## src/rtl/scan_pkg.sv

```systemverilog
// Shared types and sizes for the row scan sequencer and its helpers.
package scan_pkg;
  typedef enum logic [1:0] {IDLE, DRIVE, BLANK} scan_state_t;
  localparam int ROW_IDX_W = 3;
  localparam int ROWS      = 8;
endpackage

```

## src/rtl/dwell_counter.sv

```systemverilog
// Free-running dwell counter with synchronous clear; done flags count == limit.
module dwell_counter #(
  parameter int DIV_W = 16
) (
  input  logic             clk,
  input  logic             rst,
  input  logic             clr,
  input  logic             en,
  input  logic [DIV_W-1:0] limit,
  output logic             done
);
  logic [DIV_W-1:0] count_reg;

  always_ff @(posedge clk) begin
    if (rst || clr) begin
      count_reg <= '0;
    end else if (en) begin
      count_reg <= count_reg + 1'b1;
    end
  end

  // Equality compare only: a limit of all-ones is reached before any overflow.
  assign done = (count_reg == limit);
endmodule

```

## src/rtl/row_scan_sequencer.sv

```systemverilog
// Timed row scan controller driving a 3-to-8 decoder's select/enable.
// Optional macro ROW_MASK_EN adds a per-row skip mask input.
module row_scan_sequencer
  import scan_pkg::*;
#(
  parameter int DIV_W = 16
) (
  input  logic                 clk,
  input  logic                 rst,
  input  logic                 start,
  input  logic                 stop,
  input  logic [DIV_W-1:0]     div,
  input  logic [ROW_IDX_W-1:0] last,
`ifdef ROW_MASK_EN
  input  logic [ROWS-1:0]      row_mask,
`endif
  output logic [ROW_IDX_W-1:0] sel_o,
  output logic                 en_o,
  output logic                 wrap_o,
  output logic                 busy_o
);
  scan_state_t          state_reg, state_next;
  logic [ROW_IDX_W-1:0] sel_reg, sel_next;
  logic [ROW_IDX_W-1:0] last_q, last_next;
  logic [DIV_W-1:0]     div_q, div_next;
  logic                 stop_pend_reg, stop_pend_next;
  logic                 en_reg, en_next;
  logic                 wrap_reg, wrap_next;
  logic                 busy_reg, busy_next;
  logic                 row_skip;
  logic                 cnt_clr, cnt_en, cnt_done;

  dwell_counter #(.DIV_W(DIV_W)) u_dwell (
    .clk   (clk),
    .rst   (rst),
    .clr   (cnt_clr),
    .en    (cnt_en),
    .limit (div_q),
    .done  (cnt_done)
  );

  // Counter runs only while driving and restarts from 0 for every row.
  assign cnt_en  = (state_reg == DRIVE);
  assign cnt_clr = (state_reg != DRIVE) || cnt_done;

`ifdef ROW_MASK_EN
  assign row_skip = row_mask[sel_next];
`else
  assign row_skip = 1'b0;
`endif

  always_comb begin
    state_next     = state_reg;
    sel_next       = sel_reg;
    last_next      = last_q;
    div_next       = div_q;
    stop_pend_next = stop_pend_reg;
    case (state_reg)
      IDLE: begin
        if (start) begin
          state_next     = DRIVE;
          sel_next       = '0;
          last_next      = last;
          div_next       = div;
          stop_pend_next = 1'b0;
        end
      end
      DRIVE: begin
        if (stop) stop_pend_next = 1'b1;
        if (cnt_done) state_next = BLANK;
      end
      BLANK: begin
        if (stop) stop_pend_next = 1'b1;
        if (sel_reg != last_q) begin
          sel_next   = sel_reg + 1'b1;
          div_next   = div;
          state_next = DRIVE;
        end else begin
          sel_next = '0;
          if (stop_pend_reg || stop) begin
            state_next     = IDLE;
            stop_pend_next = 1'b0;
          end else begin
            state_next = DRIVE;
            last_next  = last;
            div_next   = div;
          end
        end
      end
      default: begin
        state_next = IDLE;
        sel_next   = '0;
      end
    endcase

    // Outputs are precomputed from the next state so they leave a flop directly.
    busy_next = (state_next != IDLE);
    en_next   = (state_next == DRIVE) && !row_skip;
    wrap_next = (state_next == BLANK) && (sel_next == last_next);
  end

  always_ff @(posedge clk) begin
    if (rst) begin
      state_reg     <= IDLE;
      sel_reg       <= '0;
      last_q        <= '0;
      div_q         <= '0;
      stop_pend_reg <= 1'b0;
      en_reg        <= 1'b0;
      wrap_reg      <= 1'b0;
      busy_reg      <= 1'b0;
    end else begin
      state_reg     <= state_next;
      sel_reg       <= sel_next;
      last_q        <= last_next;
      div_q         <= div_next;
      stop_pend_reg <= stop_pend_next;
      en_reg        <= en_next;
      wrap_reg      <= wrap_next;
      busy_reg      <= busy_next;
    end
  end

  assign sel_o  = sel_reg;
  assign en_o   = en_reg;
  assign wrap_o = wrap_reg;
  assign busy_o = busy_reg;
endmodule

```

## config.mk

```make
export PLATFORM = sky130hd
export DESIGN_NAME = row_scan_sequencer
export DESIGN_NICKNAME = d
export VERILOG_FILES = /design/src/rtl/scan_pkg.sv /design/src/rtl/dwell_counter.sv /design/src/rtl/row_scan_sequencer.sv
export SDC_FILE = /design/constraint.sdc
export NUM_CORES = 1
export LEC_CHECK = 0
export ABC_AREA = 1
export ABC_CLOCK_PERIOD_IN_PS = 2500
export BUFFER_PORTS_ARGS = -buffer_cell sky130_fd_sc_hd__buf_2
export CAP_MARGIN = 20
export CORE_AREA = 2 2 102 104
export CTS_BUF_LIST = sky130_fd_sc_hd__clkbuf_16
export CTS_CLUSTER_DIAMETER = 50
export CTS_CLUSTER_SIZE = 10
export DETAILED_ROUTE_END_ITERATION = 16
export DIE_AREA = 0 0 104 106
export GPL_TIMING_DRIVEN = 0
export PLACE_DENSITY = 0.37
export SYNTH_ARGS = -nofsm -noshare
export SYNTH_HDL_FRONTEND = slang
export SYNTH_SLANG_ARGS = --single-unit
export TNS_END_PERCENT = 50
```

## constraint.sdc

```tcl
create_clock -name clk -period 2.5 [get_ports clk]
set_input_delay 0.125 -clock clk [delete_from_list [all_inputs] [get_ports clk]]
set_output_delay 0.125 -clock clk [all_outputs]
set_load 0.05 [all_outputs]
```

==> load_flow_metrics.sql <==
INSERT INTO impl_metrics (metric_group, metric, value, unit) VALUES
('run_status', 'run_status', 'finished, final reports clean', ''),
('floorplan', 'die_w', '104', 'um'),
('floorplan', 'core.rowCount', '37', ''),
('pwr', 'vdd.ir_drop.worst', '0.000241', 'V'),
('yosys', 'synth_area_leader_cell', 'sky130_fd_sc_hd__dfxtp_1', ''),
('global_route', 'largest_net_degree_at_the_start_of_global_routing', '14', ''),
('detailed_routing', 'postRouteAntennaNets', '0', ''),
('placed_design', 'globalplace.congestion', '0.768', ''),
('clocking', 'post_cts.resized_instances', '0', ''),
('worst_setup_path', 'timing.critical_path.slowest_stage_cell', 'sky130_fd_sc_hd__dfxtp_1', ''),
('detailed_routing', 'wirelength', '5.89', 'mm'),
('sta', 'fin_skew', '0.00590', 'ns'),
('global_route', 'grt_antenna_before_repair', '0', ''),
('yosys', 'yosysSeqAreaShare', '36.2', '%'),
('detailed_routing', 'first_iter_violations', '53', ''),
('yosys', 'synth_compound_area_share', '15.3', '%'),
('clocking', 'cts-buffers-inserted', '5', ''),
('clocking', 'holdBufCountCts', '0', ''),
('yosys', 'net_count_of_the_mapped_netlist', '393', ''),
('worst_setup_path', 'r2r.worst_path.cells', '10', ''),
('floorplan', 'ios', '29', ''),
('worst_setup_path', 'crit-reg2reg-capture', 'wrap_o', ''),
('clocking', 'cts.root.buffer_cell', 'sky130_fd_sc_hd__clkbuf_16', ''),
('worst_setup_path', 'critPathCaptureType', 'register', ''),
('detailed_routing', 'first_pass_iters', '4', ''),
('yosys', 'ys_dominant_reg_cell', 'sky130_fd_sc_hd__dfxtp_1', ''),
('hold_path', 'whs_path_depth', '3', ''),
('yosys', 'synth_cells', '363', ''),
('sta', 'worst_slew_margin_rel', '68.0', '%'),
('clocking', 'clkSinkCount', '44', ''),
('sta', 'timing.final.max_slew_violations', '0', ''),
('yosys', 'yosys.area_share.xor_xnor', '2.88', '%'),
('yosys', 'asyncSetResetFlopFracSynth', '0', '%'),
('yosys', 'yosys-mux-area-fraction', '0', '%'),
('clocking', 'cts_setup_buffers', '0', ''),
('pwr', 'power.density', '624', 'nW/um^2'),
('floorplan', 'initial_util', '24.3', '%'),
('clocking', 'htreeDepth', '2', ''),
('global_route', 'first_pass_grt_wire_length', '10.3', 'mm'),
('clocking', 'clockBufferDepth', '2', ''),
('yosys', 'synth_enable_flop_cells', '0', ''),
('yosys', 'number_of_library_cell_types_mapped_by_synthesis', '33', ''),
('clocking', 'path_clk_slew', '0.06', 'ns'),
('sta', 'hold_ws', '0.0995', 'ns'),
('placed_design', 'placement.setup.worst_slack', '0.633', 'ns'),
('global_route', 'grt_util_all_layers', '11.6', '%'),
('floorplan', 'fp.coreArea', '10000', 'um^2'),
('pwr', 'total_leakage_power', '1.30', 'nW'),
('worst_setup_path', 'worst-r2r-setup-slack', '0.63', 'ns'),
('final_layout', 'diodes', '0', ''),
('worst_setup_path', 'arrival', '2.05', 'ns'),
('worst_setup_path', 'startpoint_type', 'register', ''),
('yosys', 'mappedNetlistArea', '2430', 'um^2'),
('yosys', 'avgSynthCellArea', '6.70', 'um^2'),
('global_route', 'first_global_vias', '2134', ''),
('sta', 'period_minus_slack', '1.87', 'ns'),
('yosys', 'yosys.area_share.adder', '3.60', '%'),
('sta', 'grt_setup_unrepaired', 'no', ''),
('yosys', 'synth.area.top_cells', 'sky130_fd_sc_hd__dfxtp_1 (36%), sky130_fd_sc_hd__nand2_1 (16%), sky130_fd_sc_hd__inv_1 (8.0%)', ''),
('worst_setup_path', 'critical_path.n_buffers_inverters', '2', ''),
('sta', 'final_setup_violations', '0', ''),
('yosys', 'synthesis.yosys.warnings', '0', ''),
('detailed_routing', 'wire_per_inst', '11.0', 'um'),
('flow_run', 'cap_violations', '0', ''),
('placed_design', 'io_buffers', '28', ''),
('clocking', 'cts_tree', 'done', ''),
('yosys', 'synth_simple_gate_area_share', '30.6', '%'),
('sta', 'slew_at_the_pin_closest_to_its_max_slew_limit', '0.480', 'ns'),
('yosys', 'synth_top_family_by_area', 'simple AND/OR/NAND/NOR gates', ''),
('detailed_routing', 'detail_route.drc_violations', '0', ''),
('final_layout', 'syn_to_final_growth', '19.5', '%');
-- placed cells by master (no fill, tap or decap), types with 2 or more instances in the layout --
master / Yosys / final
sky130_fd_sc_hd__clkbuf_1: 2 / 2
sky130_fd_sc_hd__buf_4: 2 / 2
sky130_fd_sc_hd__clkinv_1: 1 / 3
sky130_fd_sc_hd__nand4_1: 2 / 2
sky130_fd_sc_hd__o21ai_1: 15 / 15
sky130_fd_sc_hd__buf_6: 2 / 2
sky130_fd_sc_hd__nand3_1: 13 / 13
sky130_fd_sc_hd__nor2_2: 2 / 2
sky130_fd_sc_hd__inv_2: 7 / 7
sky130_fd_sc_hd__xor2_1: 7 / 7
sky130_fd_sc_hd__nor3_1: 8 / 8
sky130_fd_sc_hd__buf_2: 1 / 29
sky130_fd_sc_hd__dfxtp_1: 44 / 44
sky130_fd_sc_hd__a21oi_2: 9 / 9
sky130_fd_sc_hd__o21ai_0: 14 / 14
sky130_fd_sc_hd__nand2_2: 2 / 2
sky130_fd_sc_hd__a21oi_1: 21 / 21
sky130_fd_sc_hd__ha_1: 7 / 7
sky130_fd_sc_hd__nor2_1: 38 / 38
sky130_fd_sc_hd__inv_1: 52 / 52
sky130_fd_sc_hd__clkbuf_16: 0 / 5
sky130_fd_sc_hd__nand2_1: 102 / 102
-- cell type report --
class	count	area [um^2]
repair buffers	28	140
clock buffers	5	125
plain buffers	7	50.0
flip-flops and latches	44	881
multi-input cells	252	1270
inverters	60	225
well taps	136	170
fillers	1123	7100
clock inverters	3	37.5
-- worst max path at each step --
stage / slack, ns / to / start
after floorplan: 0.75 / div_q[15] / sel_o[0]
final: 0.63 / wrap_o / state_reg[0]
after CTS: 0.62 / wrap_o / state_reg[0]
after global routing: 0.34 / wrap_o / state_reg[0]
after detailed placement: 0.63 / wrap_o / state_reg[0]
after global placement: 0.60 / wrap_o / state_reg[0]
-- stage by stage --
stage	instance area, um^2	util [%]	cells	total power, mW
final	2900	29.0	535	1.81
after global routing	2900	29.0	535	1.93
after CTS	2900	29.0	535	1.85
after detailed placement	2740	27.4	527	1.10
after global placement	2740	27.4	527	1.10
after floorplan	2430	-	363	1.01
-- synth_stat cells, types with 2 or more instances --
cell,n
sky130_fd_sc_hd__nand2_1,102
sky130_fd_sc_hd__inv_1,52
sky130_fd_sc_hd__dfxtp_1,44
sky130_fd_sc_hd__nor2_1,38
sky130_fd_sc_hd__a21oi_1,21
sky130_fd_sc_hd__o21ai_1,15
sky130_fd_sc_hd__o21ai_0,14
sky130_fd_sc_hd__nand3_1,13
sky130_fd_sc_hd__a21oi_2,9
sky130_fd_sc_hd__nor3_1,8
sky130_fd_sc_hd__ha_1,7
sky130_fd_sc_hd__inv_2,7
sky130_fd_sc_hd__xor2_1,7
sky130_fd_sc_hd__buf_4,2
sky130_fd_sc_hd__buf_6,2
sky130_fd_sc_hd__clkbuf_1,2
sky130_fd_sc_hd__nand2_2,2
sky130_fd_sc_hd__nand4_1,2
sky130_fd_sc_hd__nor2_2,2
-- where the power goes --
| part | leakage [nW] | total (mW) | switching, mW | internal [mW] |
|---|---|---|---|---|
| sequential | 0.360 | 0.767 | 0.0233 | 0.744 |
| clock | 0.0789 | 0.736 | 0.271 | 0.465 |
| combinational | 0.858 | 0.309 | 0.197 | 0.111 |
-- metal layers --
metal / global-route usage [%] / wire, um / vias up
met1: 15.1 / 2950 / 947
met5: 0 / 0 / -
met4: 3.57 / 87 / 0
met2: 19.1 / 2600 / 33
li1: - / - / 1202
met3: 2.51 / 244 / 10
-- logic make-up (layout without fill, tap and decap cells) --
logic type | after synthesis | after routing
AO/OA/AOI/OAI | 63 | 63
XOR/XNOR | 8 | 8
adder cells (fa/ha/maj) | 7 | 7
buffers and inverters | 67 | 103
flip-flops | 44 | 44
AND/OR/NAND/NOR | 174 | 174
-- tightest hold or removal path: stages --
cell and delay, ns:
sky130_fd_sc_hd__buf_2 0.07, sky130_fd_sc_hd__o21ai_1 0.07, sky130_fd_sc_hd__a21oi_2 0.08
Power figures use the tool's default switching activity.
